## src/rtl/codec_pkg.sv

```systemverilog
// Shared types and defaults for the block compression controller.
package codec_pkg;

  typedef enum logic [2:0] {
    IDLE     = 3'd0,
    WAIT_SRC = 3'd1,
    START    = 3'd2,
    RUN      = 3'd3,
    OUT      = 3'd4
  } ctrl_state_t;

  localparam int BLOCK_SIZE   = 8;
  localparam int DEF_W_BLKS   = 80;
  localparam int DEF_H_BLKS   = 60;
  localparam int DEF_TIMEOUT  = 1024;

endpackage

```

## src/rtl/blk_raster_cnt.sv

```systemverilog
// Raster-order block x/y counter; advancing past the last block wraps to (0,0).
module blk_raster_cnt
  import codec_pkg::*;
#(
  parameter int W  = DEF_W_BLKS,
  parameter int H  = DEF_H_BLKS,
  parameter int XW = (W > 1) ? $clog2(W) : 1,
  parameter int YW = (H > 1) ? $clog2(H) : 1
) (
  input  logic          clk,
  input  logic          rst_n,
  input  logic          i_clr,
  input  logic          i_adv,
  output logic [XW-1:0] o_x,
  output logic [YW-1:0] o_y,
  output logic          o_last
);

  localparam logic [XW-1:0] XMAX = XW'(W - 1);
  localparam logic [YW-1:0] YMAX = YW'(H - 1);

  logic [XW-1:0] r_x;
  logic [YW-1:0] r_y;
  logic          w_x_end;
  logic          w_y_end;

  assign w_x_end = (r_x == XMAX);
  assign w_y_end = (r_y == YMAX);

  always_ff @(posedge clk or negedge rst_n) begin
    if (!rst_n) begin
      r_x <= '0;
      r_y <= '0;
    end else if (i_clr) begin
      r_x <= '0;
      r_y <= '0;
    end else if (i_adv) begin
      if (w_x_end) begin
        r_x <= '0;
        r_y <= w_y_end ? '0 : r_y + 1'b1;
      end else begin
        r_x <= r_x + 1'b1;
      end
    end
  end

  assign o_x    = r_x;
  assign o_y    = r_y;
  assign o_last = w_x_end & w_y_end;

endmodule

```

## src/rtl/compress_ctrl.sv

```systemverilog
// Frame sequencer: one block in flight from source fetch to output handshake.
// Optional RUN watchdog enabled by COMPRESS_CTRL_TIMEOUT_EN.
module compress_ctrl
  import codec_pkg::*;
#(
  parameter int IMG_W_BLKS     = DEF_W_BLKS,
  parameter int IMG_H_BLKS     = DEF_H_BLKS,
  parameter int TIMEOUT_CYCLES = DEF_TIMEOUT,
  parameter int XW = (IMG_W_BLKS > 1) ? $clog2(IMG_W_BLKS) : 1,
  parameter int YW = (IMG_H_BLKS > 1) ? $clog2(IMG_H_BLKS) : 1
) (
  input  logic          clk,
  input  logic          rst_n,
  input  logic          frame_start,
  input  logic          src_valid,
  output logic          src_ack,
  output logic [XW-1:0] blk_x,
  output logic [YW-1:0] blk_y,
  output logic          start_block,
  input  logic          block_done,
  output logic          out_valid,
  input  logic          out_ready,
  output logic          out_last,
  output logic          busy,
  output logic          frame_done,
  output logic          timeout_err
);

  ctrl_state_t r_state;
  logic        r_src_ack;
  logic        r_frame_done;
  logic        w_last;
  logic        w_hs;
  logic        w_tmo;

  assign w_hs = (r_state == OUT) & out_ready;

`ifdef COMPRESS_CTRL_TIMEOUT_EN
  localparam int TW = $clog2(TIMEOUT_CYCLES + 1);

  logic [TW-1:0] r_tcnt;
  logic          r_tmo_err;

  // r_tcnt holds (cycles already spent in RUN); fires on the last allowed one
  assign w_tmo = (r_state == RUN) & ~block_done &
                 (r_tcnt == TW'(TIMEOUT_CYCLES - 1));

  always_ff @(posedge clk or negedge rst_n) begin
    if (!rst_n) begin
      r_tcnt    <= '0;
      r_tmo_err <= 1'b0;
    end else begin
      r_tcnt <= (r_state == RUN) ? r_tcnt + 1'b1 : '0;
      if (w_tmo)
        r_tmo_err <= 1'b1;
    end
  end

  assign timeout_err = r_tmo_err;
`else
  logic w_unused_tmo;

  assign w_unused_tmo = TIMEOUT_CYCLES[0];
  assign w_tmo        = 1'b0;
  assign timeout_err  = 1'b0;
`endif

  blk_raster_cnt #(
    .W  (IMG_W_BLKS),
    .H  (IMG_H_BLKS),
    .XW (XW),
    .YW (YW)
  ) u_cnt (
    .clk    (clk),
    .rst_n  (rst_n),
    .i_clr  (w_tmo),
    .i_adv  (w_hs),
    .o_x    (blk_x),
    .o_y    (blk_y),
    .o_last (w_last)
  );

  always_ff @(posedge clk or negedge rst_n) begin
    if (!rst_n) begin
      r_state      <= IDLE;
      r_src_ack    <= 1'b0;
      r_frame_done <= 1'b0;
    end else begin
      r_src_ack    <= 1'b0;
      r_frame_done <= 1'b0;
      unique case (r_state)
        IDLE: begin
          if (frame_start)
            r_state <= WAIT_SRC;
        end
        WAIT_SRC: begin
          if (src_valid)
            r_state <= START;
        end
        START: begin
          r_state <= RUN;
        end
        RUN: begin
          if (block_done) begin
            r_state   <= OUT;
            r_src_ack <= 1'b1;
          end else if (w_tmo) begin
            r_state   <= IDLE;
            r_src_ack <= 1'b1;
          end
        end
        OUT: begin
          if (out_ready) begin
            if (w_last) begin
              r_state      <= IDLE;
              r_frame_done <= 1'b1;
            end else begin
              r_state <= WAIT_SRC;
            end
          end
        end
        default: r_state <= IDLE;
      endcase
    end
  end

  assign src_ack     = r_src_ack;
  assign frame_done  = r_frame_done;
  assign start_block = (r_state == START);
  assign out_valid   = (r_state == OUT);
  assign out_last    = (r_state == OUT) & w_last;
  assign busy        = (r_state != IDLE);

endmodule

```

## config.mk

```make
export PLATFORM = sky130hd
export DESIGN_NAME = compress_ctrl
export DESIGN_NICKNAME = d
export VERILOG_FILES = /design/src/rtl/codec_pkg.sv /design/src/rtl/blk_raster_cnt.sv /design/src/rtl/compress_ctrl.sv
export SDC_FILE = /design/constraint.sdc
export NUM_CORES = 1
export LEC_CHECK = 0
export ABC_AREA = 1
export BUFFER_PORTS_ARGS = -buffer_cell sky130_fd_sc_hd__buf_2
export CAP_MARGIN = 40
export CORE_MARGIN = 5
export CORE_UTILIZATION = 32
export CTS_CLUSTER_DIAMETER = 30
export DETAILED_ROUTE_END_ITERATION = 8
export PLACE_DENSITY_LB_ADDON = 0.12
export SLEW_MARGIN = 20
export SYNTH_ARGS = -nofsm -noshare
export SYNTH_HDL_FRONTEND = slang
export SYNTH_SLANG_ARGS = --single-unit
```

## constraint.sdc

```tcl
create_clock -name clk -period 1.5 [get_ports clk]
set_clock_uncertainty 0.2 [all_clocks]
set_input_delay 0.15 -clock clk [delete_from_list [all_inputs] [get_ports clk]]
set_output_delay 0.15 -clock clk [all_outputs]
set_load 0.01 [all_outputs]
```

# Word-level counts from Yosys, hierarchy flattened
# Cells that the tools add are included.
# Widths: inputs -> output; s select.
# op_classes
bitwise,3
n_mux,13
eq_ne,10
add_sub_neg,2
reduce_logical,4
# ops
operator,count
$pmux 3 s5,1
$mux 3,4
$add 7x1->7 const B,1
$eq 7x7->1 const B,1
$mux 7,1
$add 6x1->6 const B,1
$eq 3x2->1 const B,2
$eq 6x6->1 const B,1
$mux 1,6
$mux 6,1
$ne 2x2->1 const B,3
$reduce_and 4->1,1
$and 1x1->1,3
$eq 3x1->1 const B,1
$eq 3x3->1 const B,1
$logic_not 3->1,1
$reduce_bool 3->1,1
$ne 2x1->1 const B,1
$reduce_and 2->1,1
# word_totals
ff_bits,18
input_bits,6

# Logic depth before layout (Yosys ltp)
# Gate-level depths: netlist of the first run.
# depth
ltp_word,5
depth_mapped,8
mapped_depth_nobuf,8

# Cells and area by module
# From an unflattened synthesis of the first run, not the netlist that was laid out.
# hier_totals
cells_unflattened,153
area_unflattened_um2,1083.5
# by_module_without_submodules
mod,seq_area_each_um2,cells_each,area_per_inst_um2,n_inst
blk_raster_cnt,325.3,109,794.5,1
compress_ctrl,125.1,44,289.0,1

# Worst setup path before layout of the first run
# Ideal clock, no wire load.
# synth_timing
kind,register to output
start,"reg u_cnt.r_x[0], in the netlist u_cnt.o_x[0]"
end,out out_last
required_time_ns,1.150
path_stages_with_launch,6
path_slack_ns,-0.102
t_arrival_ns,1.252
cell_sequence,dfrtp_1 -> ha_1 -> nand3_1 -> nor2_4 -> nand2_1 -> nor2_1
# synth_between
elab_chain_len,3
# synth_lines
element,line_no,source
"start, declared",blk_raster_cnt.sv:22,logic [XW-1:0] r_x;
"start signal, assigned",blk_raster_cnt.sv:42,r_x <= r_x + 1'b1;
$eq 7x7->1,blk_raster_cnt.sv:27,assign w_x_end = (r_x == XMAX);
$and 1x1->1,blk_raster_cnt.sv:49,assign o_last = w_x_end & w_y_end;
$and 1x1->1,compress_ctrl.sv:131,assign out_last = (r_state == OUT) & w_last;
"end, declared",compress_ctrl.sv:23,"output logic out_last,"
# Every way passes these cells.

# Worst setup path in the final report of the first run
# layout_timing
start,"reg u_cnt.r_y[0], in the netlist u_cnt.o_y[0]"
end,out out_last
# layout_between
elab_chain_len,3
# layout_lines
element,line_no,source
"start, declared",blk_raster_cnt.sv:23,logic [YW-1:0] r_y;
"start signal, assigned",blk_raster_cnt.sv:40,r_y <= w_y_end ? '0 : r_y + 1'b1;
$eq 6x6->1,blk_raster_cnt.sv:28,assign w_y_end = (r_y == YMAX);
$and 1x1->1,blk_raster_cnt.sv:49,
$and 1x1->1,compress_ctrl.sv:131,
# Every way passes these cells.

==> results of run 1 <==
final timing paths:
path / start / end / slack (ps) / cells past startpoint
max reg2reg: u_cnt.o_y[0] / r_state[0] / -100 / 10
max in group asynchronous: rst_n / u_cnt.o_x[0] / 650 / 2
max: u_cnt.o_y[0] / out_last / -200 / 6
min: src_valid / r_state[0] / 50 / 4
min in group asynchronous: rst_n / u_cnt.o_y[5] / 110 / 2
min reg2reg: u_cnt.o_y[5] / u_cnt.o_y[5] / 380 / 2
layout by cell type (no fill, tap or decap), drive strengths merged:
cell / instances
dlygate4sd3: 3
o21ai: 9
inv: 16
nand3: 14
dfrtp: 18
xnor2: 1
buf: 52
clkbuf: 4
conb: 1
o21bai: 1
nand3b: 1
xor2: 3
nand4: 3
nand2: 45
ha: 2
nor2: 22
power by group:
part,total [mW],leakage [nW],switching (mW),internal [mW]
clock,0.309,0.0210,0.161,0.148
combinational,0.833,0.608,0.425,0.408
sequential,0.670,0.234,0.0966,0.574
total,1.81,0.863,0.682,1.13
layer usage:
layer	global-route usage (%)	wire length, um	part of all wire [%]	vias up
met5	0	0	0	-
met1	15.49	1173	41	524
met4	5.316	18	0.63	0
met3	2.329	100	3.5	2
li1	-	-	-	550
met2	23.07	1586	55	19
Yosys cell counts, drive strengths merged:
cell and instances:
dfrtp 18, conb 1, buf 2, nand2 44, nand3 14, inv 16
xor2 3, nand3b 1, nand4 3, o21ai 9, nor2 22, o21bai 1
xnor2 1, ha 2
registers in the layout (all words and copies together), names as in the netlist:
signal and flops:
u_cnt.o_x 7, u_cnt.o_y 6, r_state 3, frame_done 1, src_ack 1
area by class of cell:
type / instances / share of cell area, %
well taps: 44 / 3.301
multi-input cells: 102 / 39.38
repair buffers: 55 / 24.01
flip-flops and latches: 18 / 27.23
clock buffers: 4 / 2.176
inverters: 16 / 3.901
timing repair:
action | CTS | global route
setup endpoints to repair | 4 | 19
setup buffers | 6 | 5
pin swaps | 7 | 23
endpoints found under the hold margin | 22 | 0
cloned | 0 | 1
gates resized for setup | 13 | 31
hold buffers | 3 | 0
worst min-delay path, stage by stage:
cell                      delay [ps]
sky130_fd_sc_hd__buf_2            70
sky130_fd_sc_hd__o21ai_0          90
sky130_fd_sc_hd__o21ai_0         150
sky130_fd_sc_hd__nand2_1          50
logic make-up after synthesis:
family                   count (synthesis)  share of synthesized area (%)
AO/OA/AOI/OAI                           10                          6.065
buffers and inverters                   18                          7.491
AND/OR/NAND/NOR                         84                          37.58
XOR/XNOR                                 4                          3.330
adder cells (fa/ha/maj)                  2                          2.378
flip-flops                              18                          42.81
other                                    1                         0.3564
metrics by stage:
| step | utilization [%] | instances | power, mW | hold WS (ps) | TNS (ps) |
|---|---|---|---|---|---|
| 3_5_place_dp | 43.75 | 221 | 1.326 | -83.14 | 0 |
| 6_report | 53.75 | 239 | 1.812 | 50.71 | -688.5 |
| 4_1_cts | 49.52 | 234 | 1.725 | 41.61 | -329.1 |
| 2_1_floorplan | - | 137 | 1.020 | -345.6 | -12.82 |
| 5_1_grt | 53.75 | 239 | 1.963 | 79.43 | -1838 |
| 3_3_place_gp | 43.75 | 221 | 1.312 | -91.30 | 0 |
==> results by stage, run 1 <==
Outcome:
- The run finished, with violations left.
- The final reports fail on setup timing.

Die:
- The total area inside the core boundary comes to 3103 um2.
- The initial core utilization is roughly 34%.
- In this run the vertical extent of the chip is just under 70 um.
- The number of ports placed on the die boundary is 26.
- The die extent in x is 67.35 um.
- The die footprint is 4535 um2.
- The site row count is 20.

CTS:
- In this run the number of H-tree levels came out at 1.
- The number of sinks driven by the clock tree is 18.
- The CTS buffer count is 3.
- The root buffer cell is sky130_fd_sc_hd__clkbuf_4.
- The clock insertion delay at the later pin of the skew report is 300 ps.
- The maximum root-to-sink buffer count is 2.
- The CTS tree is done.
- The clock transition at the register clock pins on the worst setup and hold paths after CTS is 120 ps.

Finish:
- The post-layout instance area is 1668 um2.
- Of the cells placed in the final design, the portion with a size suffix greater than 1 is between 50% and 60%.
- The net count of the finished layout is between 200 and 250.
- In the final layout, flip-flops and latches occupy around 450 um2.
- From synthesis to final layout, the design area changed by 58.50%.
- The area of the multi-input gates is 656.9 um2.
- 0 antenna diodes ended up in the layout.
- The layout filler cell count is between 300 and 400.

Routing:
- Across all layers, the routed design uses 1,095 vias.
- After detailed routing, the number of vias per cell comes to 4.582.
- The count of nets left with antenna violations after detail routing is 0.
- Before antenna repair, the detailed router went through 4 iterations.
- The DRC violation count after routing is 0.
- After detailed routing, the average wire length per cell comes to 12.04 um.
- After detailed routing, the total wire length is between 2000 and 3000 um.
- The starting DRC count in detailed routing is 25.

Place:
- The final RePlAce weighted congestion is 0.7578.
- Detailed placement ended at an HPWL of 1960 um.
- The instance area at placement is 1358 um2.
- OpenSTA, run right after detailed placement, puts the worst setup slack at about 30 ps.
- The quantity of I/O buffers inserted on ports is 24.

Global route:
- The number of antenna violations at the first check in global routing was 0.
- The first global-routing pass estimated 4519 um of wire.
- The via count of the first global-routing pass is around 1,000.
- The pin count of the biggest net entering global routing is 19.
- In the global route stage, overall resource usage came out at 13.06%.
- Global routing finished with a remaining overflow of 0.

STA:
- After layout, the worst setup slack is -200.1 ps.
- The final critical path takes up 113.3% of the cycle.
- Static timing analysis puts the maximum clock frequency at 588.2 MHz.
- The number of max-slew violations in the final report is 0.
- Setup repair after global routing could not meet its margin everywhere.
- Setup violations remaining at the end of the flow were counted as 14.
- The worst path in the final design needs a cycle of 1700 ps, including I/O delays and setup.
- The final hold violation count is 0.

Setup path:
- The endpoint arrival time on the critical path is 1350 ps.
- The worst setup path is captured at an output port.
- The worst setup path is launched from a flop.
- The delay of the slowest cell on the worst path is 380 ps.
- Together, buffers and inverters on the worst path number 1.
- In this design, the largest share of critical-path delay is due to flip-flops.
- Of all nets on the critical path, the largest fanout is 2.
- Traced cell by cell, the critical path runs through ha_2 -> nand3_2 -> nor2_4 -> nand2_2 -> nor2_2 -> buf_2.
- The slowest stage of the critical path belongs to the cell sky130_fd_sc_hd__dfrtp_1.
- The critical path is of the reg -> out type.
- STA puts the critical path data required time at approximately 1200 ps.

Yosys:
- The area of the mapped netlist is 1052 um2.
- Synthesis inferred 18 register bits.
- By area the synthesized netlist is led by sky130_fd_sc_hd__dfrtp_1, sky130_fd_sc_hd__nand2_1, sky130_fd_sc_hd__nand3_1, sky130_fd_sc_hd__nor2_1, sky130_fd_sc_hd__inv_1.
- The largest area contributor in the netlist is sky130_fd_sc_hd__dfrtp_1.
- The post-synth net total is around 150.
- Of the synthesized area, sequential elements account for 42.81%.
- The synthesized instance count is 137.
- The distinct cell type count after synthesis is 22.
- The area share of the leading cell type in the synthesized netlist is a little over two fifths.
- The per-instance average area after synthesis is 7.681 um2.
- The number of warnings printed during yosys synthesis is 0.

Power and ir drop:
- The static leakage is 0.8626 nW.
- The maximum vdd ir drop is 0.5703 mV.
- Dividing total power by cell area gives a power density of approximately 1100 nW/um2.

Min path:
- In this run the worst hold path is classified as in -> reg.

Job:
- The reported max-cap violation count is 0.
(Power assumes the default switching activity.)
==> run 2, diff against run 1 <==
--- a/config.mk
+++ b/config.mk
@@ -6,6 +6,7 @@
 export NUM_CORES = 1
 export LEC_CHECK = 0
 export ABC_AREA = 1
+export ABC_CLOCK_PERIOD_IN_PS = 1500
 export BUFFER_PORTS_ARGS = -buffer_cell sky130_fd_sc_hd__buf_2
 export CAP_MARGIN = 40
 export CORE_MARGIN = 5
@@ -17,3 +18,4 @@
 export SYNTH_ARGS = -nofsm -noshare
 export SYNTH_HDL_FRONTEND = slang
 export SYNTH_SLANG_ARGS = --single-unit
+export TNS_END_PERCENT = 20
==> run 2 against run 1 <==
  * Wire length down 9.6%
  * The flow still finishes with violations (setup timing)
  * Highest routed layer unchanged
  * Total power fell by 3.5%
  * Global-route usage decreased by 0.24 points
  * Combinational power is 8.3% lower
  * Register-to-register slack about the same
==> results by stage, run 2 (synthesized netlist as in run 1, its figures left out) <==
Outcome:
- Result of the run: complete, but fails checks (unchanged).
- Violations in the final reports: setup timing (unchanged).

Finish:
- The post-layout instance area came to 1572 um2 (was 1668 um2).
- The area growth from synthesis to final layout was 49.35% (was 58.50%).
- The layout cell share with drive strength beyond 1 is 45.83% (was 50.77%).
- The count of antenna diodes in the layout was 0 (unchanged).
- The number of flip-flops under the largest register name was 7 (unchanged).
- The filler-free cell count of the finished design is 236 (was 239).
- Commonest cells after routing, fill and taps aside: sky130_fd_sc_hd__nand2_1, sky130_fd_sc_hd__buf_4, sky130_fd_sc_hd__buf_2 (unchanged).
- The net count of the finished layout is 201 (was 204).
- The leading cell type in the layout, fill and taps excluded is sky130_fd_sc_hd__nand2_1 (unchanged).

Routing:
- The starting DRC count in detailed routing came to 50 (was 25).
- The via density per instance was 4.466 (was 4.582).
- The count of nets left with antenna violations after detail routing is 0 (unchanged).
- The number of vias after detailed routing is 1,054 (was 1,095).
- The DRC violation count after routing was 0 (unchanged).
- The first-pass iteration count of the detailed router is 4 (unchanged).
- The routed wirelength normalized by instance count is 11.02 um (was 12.04 um).
- The final wirelength is 2601 um (was 2878 um).

CTS:
- The CTS buffer count is 3 (unchanged).
- The root buffer cell is sky130_fd_sc_hd__clkbuf_4 (unchanged).
- The CTS tree is done (unchanged).
- The clock insertion delay at the later pin of the skew report is 300 ps (about the same).
- The number of sinks driven by the clock tree was 18 (unchanged).
- The maximum level of the CTS H-tree is 1 (unchanged).
- The clock transition at the register clock pins on the worst setup and hold paths after CTS is 110 ps (was 120 ps).
- The maximum root-to-sink buffer count was 2 (unchanged).

Global route:
- The via count of the first global-routing pass is 1,031 (was 1,039).
- The wire length of the first global-routing pass came to 4436 um (was 4519 um).
- The total congestion overflow after global routing is 0 (unchanged).
- The pin count of the biggest net entering global routing is 19 (unchanged).
- The number of antenna violations at the first check in global routing is 0 (unchanged).
- The all-layer global routing usage was 12.81% (was 13.06%).

Min path:
- The number of instances on the worst hold path is 4 (unchanged).
- The worst hold-check path type is in -> reg (unchanged).
- The launch point of the worst hold path is src_valid (unchanged).
- The worst min-delay path endpoint is r_state[0] (unchanged).

Die:
- The site row count is 20 (unchanged).
- The initial core utilization came to 33.91% (unchanged).
- The chip height came to 67.35 um (unchanged).
- The number of ports placed on the die boundary came to 26 (unchanged).
- The die extent in x is 67.35 um (unchanged).
- The placeable core region is 3103 um2 (unchanged).
- The die footprint is 4535 um2 (unchanged).

STA:
- Unrepaired setup endpoints after global routing: true (unchanged).
- The post-route minimum period is 1703 ps (was 1700 ps).
- The final setup slack of the worst path is -203.0 ps (was -200.1 ps).
- The total of endpoints with negative setup slack in the final report was 9 (was 14).
- The ratio of final minimum period to clock period is 113.5% (was 113.3%).
- The final hold violation count is 0 (unchanged).
- The number of max-slew violations in the final report was 0 (unchanged).
- The maximum clock frequency was 587.2 MHz (was 588.2 MHz).

Job:
- The reported max-cap violation count is 0 (unchanged).

Setup path:
- The capture instance of the worst register-to-register path is r_state[0] (unchanged).
- The kind of start point of the critical path is a flop (unchanged).
- The setup slack of the worst register-to-register path came to -110 ps (was -100 ps).
- The required time reported for the critical path endpoint is 1150 ps (about the same).
- The kind of critical path is reg -> out (unchanged).
- The start of the worst register-to-register path is u_cnt.o_y[1] (was u_cnt.o_y[0]).
- The endpoint arrival time on the critical path is 1350 ps (about the same).
- The cell depth of the worst flop-to-flop path was 10 (unchanged).
- The highest fanout seen on the critical path is 2 (unchanged).
- The endpoint type of the worst setup path is an output port (unchanged).

Place:
- The quantity of I/O buffers inserted on ports is 24 (unchanged).
- The instance area at placement is 1358 um2 (unchanged).
- The estimated wirelength of the detail-placed design is 1960 um (unchanged).
- The final RePlAce weighted congestion is 0.7578 (unchanged).
- The instance count after placement with tap cells included is 221 (unchanged).

Power and ir drop:
- The static leakage is 0.8256 nW (was 0.8626 nW).
- The power density relative to cell area is 1112 nW/um2 (was 1086 nW/um2).
- The maximum vdd ir drop came to 0.6655 mV (was 0.5703 mV).
run 2: how the worst max path moves through the flow:
stage / from / endpoint / slack [ps] / cells after the start
floorplan: u_cnt.o_x[1] / u_cnt.o_y[2] / -5 / 7
global placement: u_cnt.o_x[0] / out_last / 50 / 6
detailed placement: u_cnt.o_y[0] / out_last / 30 / 6
CTS: u_cnt.o_y[1] / out_last / -210 / 6
global route: u_cnt.o_y[0] / out_last / -310 / 6
finish: u_cnt.o_y[1] / out_last / -200 / 6
run 2: report_power, final:
group | switching [mW] | internal (mW) | leakage, nW
clock network | 0.162 | 0.148 | 0.0210
registers | 0.0995 | 0.574 | 0.234
logic | 0.404 | 0.360 | 0.571
total | 0.666 | 1.08 | 0.826
run 2: metal layers:
layer	track usage, %	up-vias	part of all wire, %
met3	2.329	5	3.5
met1	15.29	491	43
met4	5.316	0	1.5
met2	22.45	18	52
li1	-	540	-
met5	0	-	0
run 2: layout make-up:
| class | instances | area, um2 |
|---|---|---|
| Clock buffer | 4 | 36.28 |
| Fill cell | 321 | 1531 |
| Inverter | 16 | 60.06 |
| Multi-Input combinational cell | 101 | 604.3 |
| Sequential cell | 18 | 454.2 |
| Tap cell | 44 | 55.05 |
| Timing Repair Buffer | 53 | 361.6 |
run 2: timing repair:
item | in CTS | in global routing
hold buffers | 3 | 0
setup buffers | 5 | 3
setup endpoints to repair | 4 | 16
hold endpoints to repair | 22 | 0
gates resized for setup | 7 | 20
pin swaps | 7 | 8
run 2: stage by stage:
stage	hold slack, ps	setup TNS, ps	utilization, %	power (mW)	setup slack (ps)
global route	78.93	-1566	50.65	1.898	-307.2
CTS	45.27	-541.1	48.47	1.674	-209.5
global placement	-91.30	0	43.75	1.312	50.65
detailed placement	-83.14	0	43.75	1.326	29.51
floorplan	-345.6	-12.82	-	1.020	-4.882
finish	47.01	-601.6	50.65	1.748	-203.0
run 2: critical path, cell delays in order, from the launching register on:
cell and delay (ps):
sky130_fd_sc_hd__dfrtp_1 380, sky130_fd_sc_hd__ha_2 200, sky130_fd_sc_hd__nand3_2 90, sky130_fd_sc_hd__nor2_4 120
sky130_fd_sc_hd__nand2_2 70, sky130_fd_sc_hd__nor2_2 70, sky130_fd_sc_hd__buf_2 130
